## src/rtl/ws2812_strip_ctrl_pkg.sv

```systemverilog
// rtl/ws2812_strip_ctrl_pkg.sv - shared constants, FSM state type and helpers for the WS2812 strip controller
// Holds the register word offsets, the CTRL bit positions, the frame FSM
// states and a counter-width helper used by the controller and bit generator.
package ws2812_strip_ctrl_pkg;

    localparam logic [11:0] CTRL_OFFSET    = 12'h100;
    localparam logic [11:0] STATUS_OFFSET  = 12'h104;

    localparam int CTRL_START_BIT = 0;
    localparam int CTRL_AUTO_BIT  = 1;

    localparam int BITS_PER_PIXEL = 24;

    typedef enum logic [1:0] {
        ST_IDLE,
        ST_LOAD,
        ST_SEND,
        ST_LATCH
    } state_t;

    // Width of a counter that must reach limit-1; never narrower than one bit.
    function automatic int cnt_width(input int limit);
        return (limit > 1) ? $clog2(limit) : 1;
    endfunction

endpackage

```

## src/rtl/ws2812_strip_ctrl_if.sv

```systemverilog
// rtl/ws2812_strip_ctrl_if.sv - APB3 register bus bundle for the WS2812 strip controller
// Ports: PSEL, PENABLE, PWRITE, PADDR[31:0], PWDATA[31:0] (master -> slave);
//        PRDATA[31:0], PREADY, PSLVERR (slave -> master).
interface ws2812_strip_ctrl_if;

    logic        PSEL;
    logic        PENABLE;
    logic        PWRITE;
    logic [31:0] PADDR;
    logic [31:0] PWDATA;
    logic [31:0] PRDATA;
    logic        PREADY;
    logic        PSLVERR;

    modport master (
        output PSEL, PENABLE, PWRITE, PADDR, PWDATA,
        input  PRDATA, PREADY, PSLVERR
    );

    modport slave (
        input  PSEL, PENABLE, PWRITE, PADDR, PWDATA,
        output PRDATA, PREADY, PSLVERR
    );

endinterface

```

## src/rtl/ws2812_bit_gen.sv

```systemverilog
// rtl/ws2812_bit_gen.sv - one WS2812 bit cell: high for T1H/T0H cycles, low for the rest of CLK_PER_BIT
// Ports: clk, rst_n (async active-low); start + bit_val begin a new bit cell;
//        led is the serial waveform; done pulses in the last cycle of a cell.
// A start in the same cycle as done chains the next bit with no idle gap.
module ws2812_bit_gen
    import ws2812_strip_ctrl_pkg::*;
#(
    parameter int CLK_PER_BIT = 125,
    parameter int T1H         = 80,
    parameter int T0H         = 40
) (
    input  logic clk,
    input  logic rst_n,
    input  logic start,
    input  logic bit_val,
    output logic led,
    output logic done
);

    localparam int CW  = cnt_width(CLK_PER_BIT);
    localparam int CW1 = CW + 1;
    localparam logic [CW-1:0] LAST_CNT = CW'(CLK_PER_BIT - 1);
    localparam logic [CW:0]   HIGH_1   = CW1'(T1H);
    localparam logic [CW:0]   HIGH_0   = CW1'(T0H);

    logic          active_q;
    logic          bit_q;
    logic [CW-1:0] cnt_q;

    assign done = active_q && (cnt_q == LAST_CNT);
    // Extra compare bit keeps a high time equal to CLK_PER_BIT representable.
    assign led  = active_q && ({1'b0, cnt_q} < (bit_q ? HIGH_1 : HIGH_0));

    always_ff @(posedge clk or negedge rst_n) begin
        if (!rst_n) begin
            active_q <= 1'b0;
            bit_q    <= 1'b0;
            cnt_q    <= '0;
        end else if (start) begin
            active_q <= 1'b1;
            bit_q    <= bit_val;
            cnt_q    <= '0;
        end else if (done) begin
            active_q <= 1'b0;
            cnt_q    <= '0;
        end else if (active_q) begin
            cnt_q    <= cnt_q + 1'b1;
        end
    end

endmodule

```

## src/rtl/ws2812_strip_ctrl.sv

```systemverilog
// rtl/ws2812_strip_ctrl.sv - APB3-programmed WS2812 LED strip frame transmitter
// Ports: PCLK, PRESERN (async active-low); apb (APB3 slave: PIXEL[i] at word i,
//        CTRL at 0x100, STATUS at 0x104); LED serial data output.
// A LOAD cycle snapshots every PIXEL register into a shadow frame, so bus
// writes during a frame only affect the next one.
module ws2812_strip_ctrl
    import ws2812_strip_ctrl_pkg::*;
#(
    parameter int NUM_LEDS     = 8,
    parameter int CLK_PER_BIT  = 125,
    parameter int T1H          = 80,
    parameter int T0H          = 40,
    parameter int RESET_CYCLES = 6000
) (
    input  logic               PCLK,
    input  logic               PRESERN,
    ws2812_strip_ctrl_if.slave apb,
    output logic               LED
);

    localparam int PIX_W = cnt_width(NUM_LEDS);
    localparam int LAT_W = cnt_width(RESET_CYCLES);
    localparam logic [PIX_W-1:0] LAST_PIX = PIX_W'(NUM_LEDS - 1);
    localparam logic [LAT_W-1:0] LAT_LAST = LAT_W'(RESET_CYCLES - 1);
    localparam logic [4:0]       LAST_BIT = 5'(BITS_PER_PIXEL - 1);

    state_t state_q;
    state_t state_d;

    logic             auto_q;
    logic [23:0]      pixel_q  [NUM_LEDS];
    logic [23:0]      shadow_q [NUM_LEDS];
    logic [PIX_W-1:0] pix_idx_q;
    logic [PIX_W-1:0] nxt_pix;
    logic [4:0]       bit_cnt_q;
    logic [4:0]       nxt_bit;
    logic [LAT_W-1:0] lat_cnt_q;

    logic [9:0]  word_idx;
    logic        pix_sel;
    logic        ctrl_sel;
    logic        status_sel;
    logic        wr_en;
    logic        start_wr;
    logic [31:0] rdata;

    logic bg_start;
    logic bg_bit;
    logic bg_done;
    logic last_bit;

    logic unused_apb;
    assign unused_apb = ^{apb.PADDR[31:12], apb.PADDR[1:0], apb.PWDATA[31:24]};

    // ---------------- register decode ----------------
    assign word_idx   = apb.PADDR[11:2];
    assign pix_sel    = word_idx < 10'(NUM_LEDS);
    assign ctrl_sel   = word_idx == CTRL_OFFSET[11:2];
    assign status_sel = word_idx == STATUS_OFFSET[11:2];
    assign wr_en      = apb.PSEL & apb.PENABLE & apb.PWRITE;
    assign start_wr   = wr_en & ctrl_sel & apb.PWDATA[CTRL_START_BIT];

    always_comb begin
        rdata = '0;
        if (pix_sel) begin
            for (int i = 0; i < NUM_LEDS; i++) begin
                if (word_idx == 10'(i)) rdata = {8'h00, pixel_q[i]};
            end
        end else if (ctrl_sel) begin
            rdata[CTRL_AUTO_BIT] = auto_q;
        end else if (status_sel) begin
            rdata[0]   = (state_q != ST_IDLE);
            rdata[7:1] = 7'(pix_idx_q);
        end
    end

    assign apb.PRDATA  = apb.PSEL ? rdata : '0;
    assign apb.PREADY  = 1'b1;
    assign apb.PSLVERR = apb.PSEL & apb.PENABLE & ~(pix_sel | ctrl_sel | status_sel);

    always_ff @(posedge PCLK or negedge PRESERN) begin
        if (!PRESERN) begin
            auto_q <= 1'b0;
            for (int i = 0; i < NUM_LEDS; i++) pixel_q[i] <= '0;
        end else if (wr_en) begin
            if (ctrl_sel) auto_q <= apb.PWDATA[CTRL_AUTO_BIT];
            for (int i = 0; i < NUM_LEDS; i++) begin
                if (pix_sel && word_idx == 10'(i)) pixel_q[i] <= apb.PWDATA[23:0];
            end
        end
    end

    // ---------------- frame sequencing ----------------
    // Position of the bit that follows the one currently on the wire.
    always_comb begin
        if (bit_cnt_q == LAST_BIT) begin
            nxt_bit = '0;
            nxt_pix = pix_idx_q + 1'b1;
        end else begin
            nxt_bit = bit_cnt_q + 1'b1;
            nxt_pix = pix_idx_q;
        end
    end

    assign last_bit = (pix_idx_q == LAST_PIX) && (bit_cnt_q == LAST_BIT);

    always_ff @(posedge PCLK or negedge PRESERN) begin
        if (!PRESERN) state_q <= ST_IDLE;
        else          state_q <= state_d;
    end

    always_comb begin
        state_d  = state_q;
        bg_start = 1'b0;
        bg_bit   = 1'b0;
        case (state_q)
            ST_IDLE: begin
                if (start_wr || auto_q) state_d = ST_LOAD;
            end
            ST_LOAD: begin
                // The shadow is written on this edge, so the first bit comes
                // from the live register it is being copied from.
                bg_start = 1'b1;
                bg_bit   = pixel_q[0][LAST_BIT];
                state_d  = ST_SEND;
            end
            ST_SEND: begin
                if (bg_done) begin
                    if (last_bit) begin
                        state_d = ST_LATCH;
                    end else begin
                        bg_start = 1'b1;
                        bg_bit   = shadow_q[nxt_pix][LAST_BIT - nxt_bit];
                    end
                end
            end
            ST_LATCH: begin
                if (lat_cnt_q == LAT_LAST) state_d = auto_q ? ST_LOAD : ST_IDLE;
            end
            default: state_d = ST_IDLE;
        endcase
    end

    always_ff @(posedge PCLK or negedge PRESERN) begin
        if (!PRESERN) begin
            pix_idx_q <= '0;
            bit_cnt_q <= '0;
            lat_cnt_q <= '0;
            for (int i = 0; i < NUM_LEDS; i++) shadow_q[i] <= '0;
        end else begin
            case (state_q)
                ST_LOAD: begin
                    for (int i = 0; i < NUM_LEDS; i++) shadow_q[i] <= pixel_q[i];
                    pix_idx_q <= '0;
                    bit_cnt_q <= '0;
                end
                ST_SEND: begin
                    lat_cnt_q <= '0;
                    if (bg_done && !last_bit) begin
                        pix_idx_q <= nxt_pix;
                        bit_cnt_q <= nxt_bit;
                    end
                end
                ST_LATCH: begin
                    lat_cnt_q <= lat_cnt_q + 1'b1;
                end
                default: ;
            endcase
        end
    end

    ws2812_bit_gen #(
        .CLK_PER_BIT (CLK_PER_BIT),
        .T1H         (T1H),
        .T0H         (T0H)
    ) u_bit_gen (
        .clk     (PCLK),
        .rst_n   (PRESERN),
        .start   (bg_start),
        .bit_val (bg_bit),
        .led     (LED),
        .done    (bg_done)
    );

endmodule

```

## src/flat_wrapper.sv

```systemverilog
// flat-port wrapper written by rule: the top's interface ports become plain ports
module ws2812_strip_ctrl_flat import ws2812_strip_ctrl_pkg::*;
#(
    parameter int NUM_LEDS     = 8,
    parameter int CLK_PER_BIT  = 125,
    parameter int T1H          = 80,
    parameter int T0H          = 40,
    parameter int RESET_CYCLES = 6000
)
  (PCLK, PRESERN, LED, apb_PSEL, apb_PENABLE, apb_PWRITE, apb_PADDR, apb_PWDATA, apb_PRDATA, apb_PREADY, apb_PSLVERR);
  ws2812_strip_ctrl_if apb_i ();
  input  logic PCLK;
  input  logic PRESERN;
  output logic LED;
  input wire logic [$bits(apb_i.PSEL)-1:0] apb_PSEL;
  input wire logic [$bits(apb_i.PENABLE)-1:0] apb_PENABLE;
  input wire logic [$bits(apb_i.PWRITE)-1:0] apb_PWRITE;
  input wire logic [$bits(apb_i.PADDR)-1:0] apb_PADDR;
  input wire logic [$bits(apb_i.PWDATA)-1:0] apb_PWDATA;
  output wire logic [$bits(apb_i.PRDATA)-1:0] apb_PRDATA;
  output wire logic [$bits(apb_i.PREADY)-1:0] apb_PREADY;
  output wire logic [$bits(apb_i.PSLVERR)-1:0] apb_PSLVERR;
  assign apb_i.PSEL = apb_PSEL;
  assign apb_i.PENABLE = apb_PENABLE;
  assign apb_i.PWRITE = apb_PWRITE;
  assign apb_i.PADDR = apb_PADDR;
  assign apb_i.PWDATA = apb_PWDATA;
  assign apb_PRDATA = apb_i.PRDATA;
  assign apb_PREADY = apb_i.PREADY;
  assign apb_PSLVERR = apb_i.PSLVERR;
  ws2812_strip_ctrl #(.NUM_LEDS(NUM_LEDS), .CLK_PER_BIT(CLK_PER_BIT), .T1H(T1H), .T0H(T0H), .RESET_CYCLES(RESET_CYCLES)) u_core (.PCLK(PCLK), .PRESERN(PRESERN), .apb(apb_i), .LED(LED));
endmodule
```

## config.mk

```make
export PLATFORM = sky130hd
export DESIGN_NAME = ws2812_strip_ctrl_flat
export DESIGN_NICKNAME = d
export VERILOG_FILES = /design/src/rtl/ws2812_strip_ctrl_pkg.sv /design/src/rtl/ws2812_strip_ctrl_if.sv /design/src/rtl/ws2812_bit_gen.sv /design/src/rtl/ws2812_strip_ctrl.sv /design/src/flat_wrapper.sv
export SDC_FILE = /design/constraint.sdc
export NUM_CORES = 1
export LEC_CHECK = 0
export CAP_MARGIN = 20
export CORE_ASPECT_RATIO = 0.6
export CORE_UTILIZATION = 58
export DETAILED_ROUTE_END_ITERATION = 7
export GPL_TIMING_DRIVEN = 0
export PLACE_DENSITY = 0.77
export SLEW_MARGIN = 30
export SYNTH_ARGS = -nofsm -noshare
export SYNTH_HDL_FRONTEND = slang
export SYNTH_SLANG_ARGS = --single-unit
export TNS_END_PERCENT = 30
```

## constraint.sdc

```tcl
create_clock -name PCLK -period 4.9 [get_ports PCLK]
set_input_delay 0.735 -clock PCLK [delete_from_list [all_inputs] [get_ports PCLK]]
set_output_delay 0.735 -clock PCLK [all_outputs]
set_load 0.02 [all_outputs]
```

==> out/results.ini, run 1 <==
[hold_path]
hp-class=input port to asynchronous set/reset pin

[critical_path]
crit_required_ns=4.16
cpMostUsedCell=clkdlybuf4s50_1
path_class=input port to output port
crit_path_top_delay_cell=clkdlybuf4s50_1
path_max_fanout=10
critPathTopFamily=buffers and inverters
cpPeakStageDelay_ns=0.71
cp_cell_sequence=clkdlybuf4s50_1, nor4_1, nand2_1, or2_1, buf_2, nor2_1, clkbuf_2, a222oi_1, o21ai_0, clkdlybuf4s50_1
startpoint_type=input port
crit_arrival_ns=4.06
crit_buf_inv=4
end_kind=output port

[synth]
ys_ff_latch=417
synth_compound_area_frac=0.07140
syn_area_mm2=0.02022
avgSynthCellArea_um2=12.77
synth-main-ff-cell=dfrtp_1
synth_xor_area_frac=0.006868
synth_top_family_by_area=multiplexers
ys_async_sr_fraction=1.000
synthAdderAreaFrac=0.008044
muxShareOfSynthArea=0.2951
synth_warnings=0
yosysUniqueCellTypes=67
synth_edf_count=0
syn-instance-count=1584
ys_seq_area_frac=0.5160
synthSimpleGateAreaFrac=0.07524

[finish]
final_area_mm2=0.02306
layout.cells.most_common=dfrtp_1
antennaDiodeCount=0
post-route-util=0.6777
mostFrequentLayoutCells=417 x dfrtp_1, 391 x mux2_2, 108 x nand2_1
fillCellCount=2466
nets=1785
drive_above_1_share=0.3356
stdcell_count=2190
area_growth_pct=14.04

[detailed_routing]
drtIter0Drc=1854
antenna_left=0
drcViolationCount=0
routedWlPerCell_um=30.11
viasPerCell=6.952
wl_um=65950
firstDrtPassIters=8
vias=15220

[floorplan]
ioPinCount=104
start_util=0.5943
rows=52
coreArea_mm2=0.03403
die_y_um=146.6
dieArea_mm2=0.03564
die_w_um=243.1

[placed_design]
globalplace.congestion=1.021
place_area_mm2=0.02164
port_buffers=63
dpl.hpwl_um=45000
dp_cells=2120

[grt]
antenna_found_initial=2
grt_pass1_vias=15070
overflow=0
grt_pass1_wl_um=97690
grt_use_total=0.3760
grt_start_max_net_pins=83

[clock_tree]
cts_hold_buf=0
post-cts-setup-buffer-count=0
cts.reportedPaths.clkPinSlew_ns=0.07
h-tree-depth=2
clockBufferDepth=3
cts_root_buf=clkbuf_16
numCtsBuffers=40
cts_tree=built
clk_latency_ns=0.56
cts.sinks=417

[power_and_ir_drop]
p_comb_frac=0.194
p_switching_mw=2.557
pwr-share-clk=0.386
p_leak_nw=10.62
p_sw_frac=0.3008
power_density_mw_per_mm2=368.6
intPower_mw=5.942
max-vdd-ir-drop_uv=272.0
power_frac_seq=0.420

[timing]
drv_slew=0
relSlewSlack=0.2527
holdWs_ns=0.07464
finalHoldViolations=0
worstMarginPinSlew_ns=1.121
fmax_ghz=0.2087
finalSetupViolCount=0
period_needed_ns=4.792
period_share=0.9780
rsz0062_at_grt=false
tns_ns=0
skew_ns=0.01712

[job]
maxCapViolCount=0

[run_status]
status=completed

==> worst reg2reg max path, delay by kind of cell, from the launching register on <==
family	cells	cell delay, ns
AO/OA/AOI/OAI	3	0.69
XOR/XNOR	1	0.86
adder cells (fa/ha/maj)	1	0.26
buffers and inverters	3	1.30
flip-flops	1	0.41
AND/OR/NAND/NOR	4	0.60
==> flip-flops by register name, summed over array words and instances, names as in the netlist, 2 cells and up <==
name and count:
u_core.pixel_q 192, u_core.lat_cnt_q 13, u_core.u_bit_gen.cnt_q 7, u_core.pix_idx_q 3, u_core.shadow_q 192, u_core.bit_cnt_q 5
u_core.state_q 2
==> timing repair <==
action / 4_1_cts / 5_1_grt
setup endpoints to repair: 21 / 17
resized for setup: 21 / 11
pin swaps: 0 / 0
endpoints found under the hold margin: 0 / 0
==> power groups by stage <==
stage                     Sequential (mW)  Combinational [mW]  Clock [mW]
after floorplan                      3.61               0.888           0
after global placement               3.63                1.51           0
after detailed placement             3.63                1.56           0
after CTS                            3.57                1.57        3.28
after global routing                 3.58                1.68        3.41
final                                3.57                1.64        3.28
==> layout make-up <==
type | instances | area (µm²) | area share
sequential | 417 | 10440 | 0.4525
multi-input combinational | 1049 | 9310 | 0.4037
clock buffer | 54 | 1105 | 0.04791
timing repair buffer | 71 | 803.3 | 0.03483
tap | 459 | 574.3 | 0.02490
buffer | 109 | 539.3 | 0.02338
clock inverter | 16 | 237.7 | 0.01031
inverter | 15 | 56.30 | 0.002442
==> through the flow <==
stage | total power [mW] | worst slack, ns
6_report | 8.499 | 0.1078
5_1_grt | 8.675 | 0.02072
4_1_cts | 8.416 | 0.02690
3_5_place_dp | 5.194 | -0.7584
3_3_place_gp | 5.140 | -14.77
2_1_floorplan | 4.501 | 1.317
==> logic make-up (layout without fill, tap and decap cells) <==
| group | after synthesis | count (layout) |
|---|---|---|
| multiplexers | 496 | 496 |
| XOR/XNOR | 15 | 15 |
| AND/OR/NAND/NOR | 315 | 315 |
| AO/OA/AOI/OAI | 201 | 201 |
| adder cells (fa/ha/maj) | 13 | 13 |
| flip-flops | 417 | 417 |
| buffers and inverters | 125 | 265 |
| other | 2 | 9 |
==> metal layers <==
metal | vias up | global-route usage | routed length, µm
li1 | 6124 | - | -
met1 | 7779 | 0.5549 | 27610
met2 | 1104 | 0.4933 | 25870
met3 | 213 | 0.1502 | 9633
met4 | 4 | 0.1431 | 2809
met5 | - | 0 | 24
==> Yosys cell counts (all sizes together) (16+ instances only) <==
cell / instances / area (µm²)
nor2b: 16 / 100.1
nor2: 45 / 171.4
mux2: 391 / 4403
o21ai: 49 / 245.2
nand2: 110 / 412.9
mux4: 41 / 923.4
nand3: 57 / 285.3
clkbuf: 64 / 240.2
a222oi: 17 / 170.2
buf: 46 / 249.0
a21oi: 18 / 90.09
nor3: 29 / 150.1
a211oi: 21 / 157.7
a22oi: 21 / 157.7
mux2i: 64 / 640.6
dfrtp: 417 / 10440
==> worst paths after layout <==
check | from | to | slack [ns] | cells after the start
worst min-delay path | PRESERN | u_core.pixel_q[26] | 0.07 | 1
worst max-delay path | apb_PADDR[10] | apb_PRDATA[23] | 0.11 | 10
max in group asynchronous | PRESERN | u_core.pixel_q[106] | 3.31 | 4
min in group PCLK | u_core.shadow_q[112] | u_core.shadow_q[112] | 0.51 | 1
worst min register to register | u_core.shadow_q[112] | u_core.shadow_q[112] | 0.51 | 1
worst max register to register | u_core.bit_cnt_q[1] | u_core.u_bit_gen.bit_q | 0.63 | 12
(Power assumes the default switching activity.)
==> run 2: changes to the inputs <==
Settings changed: CAP_MARGIN 20 to 10.
==> results of run 2 <==
Same layout as run 1: the final DEF is identical, and so are final timing and power.
==> run 3: changes to the inputs <==
Settings changed: PLACE_DENSITY 0.77 to default, PLACE_DENSITY_LB_ADDON from default to 0.2.
==> run 3 against run 2 <==
Against the previous run: non-clock buffer count stayed put; die area stayed put; register-to-register slack better by 0.07 ns; first-iteration DRC count is 9.5% higher; critical path depth stayed put; core utilization is 0.11 points lower; global-route usage is 0.60 points lower; setup slack worse by 0.048 ns; cell count hardly changed; power is 2.1% lower; routed wire length is 1.2% lower; critical endpoint unchanged; largest cell class unchanged.
==> out/results.ini, run 3 (same netlist as run 1, synthesis figures left out) <==
[timing]
worstMarginPinSlew_ns=1.116
finalSetupViolCount=0
period_share=0.9877
relSlewSlack=0.2506
fmax_ghz=0.2066
holdWs_ns=0.1881
period_needed_ns=4.840
skew_ns=0.01427
finalHoldViolations=0
drv_slew=0
tns_ns=0

[detailed_routing]
wl_um=65160
firstDrtPassIters=6
antenna_left=0
routedWlPerCell_um=29.78
drtIter0Drc=2030
vias=14880
drcViolationCount=0
viasPerCell=6.803

[floorplan]
dieArea_mm2=0.03564
rows=52
die_y_um=146.6
die_w_um=243.1
ioPinCount=104
start_util=0.5943
coreArea_mm2=0.03403

[critical_path]
ff2ff_path_depth=12
cpPeakStageDelay_ns=0.71
crit_buf_inv=4
startpoint_type=input port
endpoint=apb_PRDATA[23]
critPathTopFamily=buffers and inverters
crit_path_top_delay_cell=clkdlybuf4s50_1
end_kind=output port
path_class=input port to output port
cpMostUsedCell=clkdlybuf4s50_1
cp_cell_sequence=clkdlybuf4s50_1, nor4_2, nand2_1, or2_1, buf_2, nor2_1, clkbuf_2, a222oi_1, o21ai_0, clkdlybuf4s50_1
path_max_fanout=10
cp_num_cells=10
reg2reg_from=u_core.bit_cnt_q[1]
startpoint=apb_PADDR[10]
rr_endpoint=u_core.u_bit_gen.bit_q
crit_arrival_ns=4.10
r2r_slack_ns=0.70
crit_required_ns=4.16

[finish]
seq_area_mm2=0.01044
layout.cells.most_common=dfrtp_1
reg_top3=u_core.pixel_q x192, u_core.shadow_q x192, u_core.lat_cnt_q x13
area_growth_pct=13.85
drive_above_1_share=0.3380
multi_input_area_mm2=0.009318
final_area_mm2=0.02302
mostFrequentLayoutCells=417 x dfrtp_1, 391 x mux2_2, 108 x nand2_1
fillCellCount=2439
nets=1785
stdcell_count=2188

[power_and_ir_drop]
intPower_mw=5.822
power_frac_seq=0.429
power_mw=8.324
p_comb_frac=0.195
p_leak_nw=10.59
power_density_mw_per_mm2=361.6
p_sw_frac=0.3006
p_switching_mw=2.503
max-vdd-ir-drop_uv=301.6
pwr-share-clk=0.376

[placed_design]
dp_cells=2119
dpl.hpwl_um=44520
globalplace.congestion=1.042
place_area_mm2=0.02163
port_buffers=63

[grt]
antenna_found_initial=1
grt_start_max_net_pins=89
grt_use_total=0.3700
grt_pass1_wl_um=95680
grt_use_met2=0.4936
grt-busiest-layer=met1
overflow=0
use_met3=0.1713
grt_use_met1=0.5380
grt_pass1_vias=14480

[clock_tree]
clockBufferDepth=3
post-cts-setup-buffer-count=0
clk_latency_ns=0.56
cts.sinks=417
cts_tree=built
cts_resized=22
cts_root_buf=clkbuf_16
numCtsBuffers=40
h-tree-depth=2
cts_hold_buf=0
cts.reportedPaths.clkPinSlew_ns=0.06

[run_status]
status=completed

[job]
maxCapViolCount=0

[hold_path]
hp-class=input port to asynchronous set/reset pin

==> run 3: cell count changes in the layout (fill, tap and decap cells not counted), moves of 2 or more <==
cell | before | now
clkbuf_4 | 3 | 5
clkbuf_1 | 49 | 45
bufinv_16 | 6 | 1
buf_1 | 6 | 8
clkbuf_8 | 3 | 13
mux2i_1 | 64 | 62
mux2i_2 | 0 | 2
clkinv_2 | 8 | 2
==> run 3: stage by stage <==
step	worst slack [ns]	util
2_1_floorplan	1.317	-
3_3_place_gp	-14.93	0.6305
3_5_place_dp	-0.7852	0.6357
4_1_cts	0.008423	0.6753
5_1_grt	-0.03824	0.6765
6_report	0.06013	0.6766
==> run 3: area by class of cell <==
cell class / count / area share
antenna: 1 / 0.0001087
buffer: 110 / 0.02375
clock buffer: 61 / 0.05348
clock inverter: 6 / 0.002880
inverter: 15 / 0.002446
multi-input combinational: 1049 / 0.4047
sequential: 417 / 0.4533
tap: 459 / 0.02495
timing repair buffer: 70 / 0.03440
==> run 3: worst min-delay path by stage <==
stage	startpoint	end	slack, ns	depth (start not counted)
2_1_floorplan	PRESERN	u_core.auto_q	0.44	0
3_3_place_gp	u_core.lat_cnt_q[12]	u_core.lat_cnt_q[12]	0.47	1
3_5_place_dp	u_core.lat_cnt_q[12]	u_core.lat_cnt_q[12]	0.48	1
4_1_cts	PRESERN	u_core.pixel_q[168]	0.21	2
5_1_grt	PRESERN	u_core.pixel_q[168]	0.23	2
6_report	PRESERN	u_core.shadow_q[146]	0.19	2
==> run 3: power groups by stage <==
| stage | registers (mW) | clock network (mW) | logic (mW) |
|---|---|---|---|
| after floorplan | 3.61 | 0 | 0.888 |
| after global placement | 3.63 | 0 | 1.52 |
| after detailed placement | 3.63 | 0 | 1.56 |
| after CTS | 3.57 | 3.14 | 1.56 |
| after global routing | 3.58 | 3.28 | 1.68 |
| final | 3.57 | 3.13 | 1.62 |
==> run 3: worst reg2reg max path, cell delays in order, from the launching register on <==
cell	delay [ns]
dfrtp_1	0.40
ha_1	0.26
and4b_1	0.24
buf_6	0.16
xnor2_1	0.88
buf_2	0.52
buf_1	0.58
nand2_1	0.14
a31oi_1	0.19
nand3_1	0.17
nand4_1	0.25
o211ai_1	0.13
o311ai_1	0.15
==> run 3: per-layer routing <==
| metal | vias to the layer above | wire, µm |
|---|---|---|
| li1 | 6129 | - |
| met5 | - | 0 |
| met2 | 956 | 25850 |
| met1 | 7657 | 27820 |
| met4 | 0 | 1913 |
| met3 | 142 | 9583 |
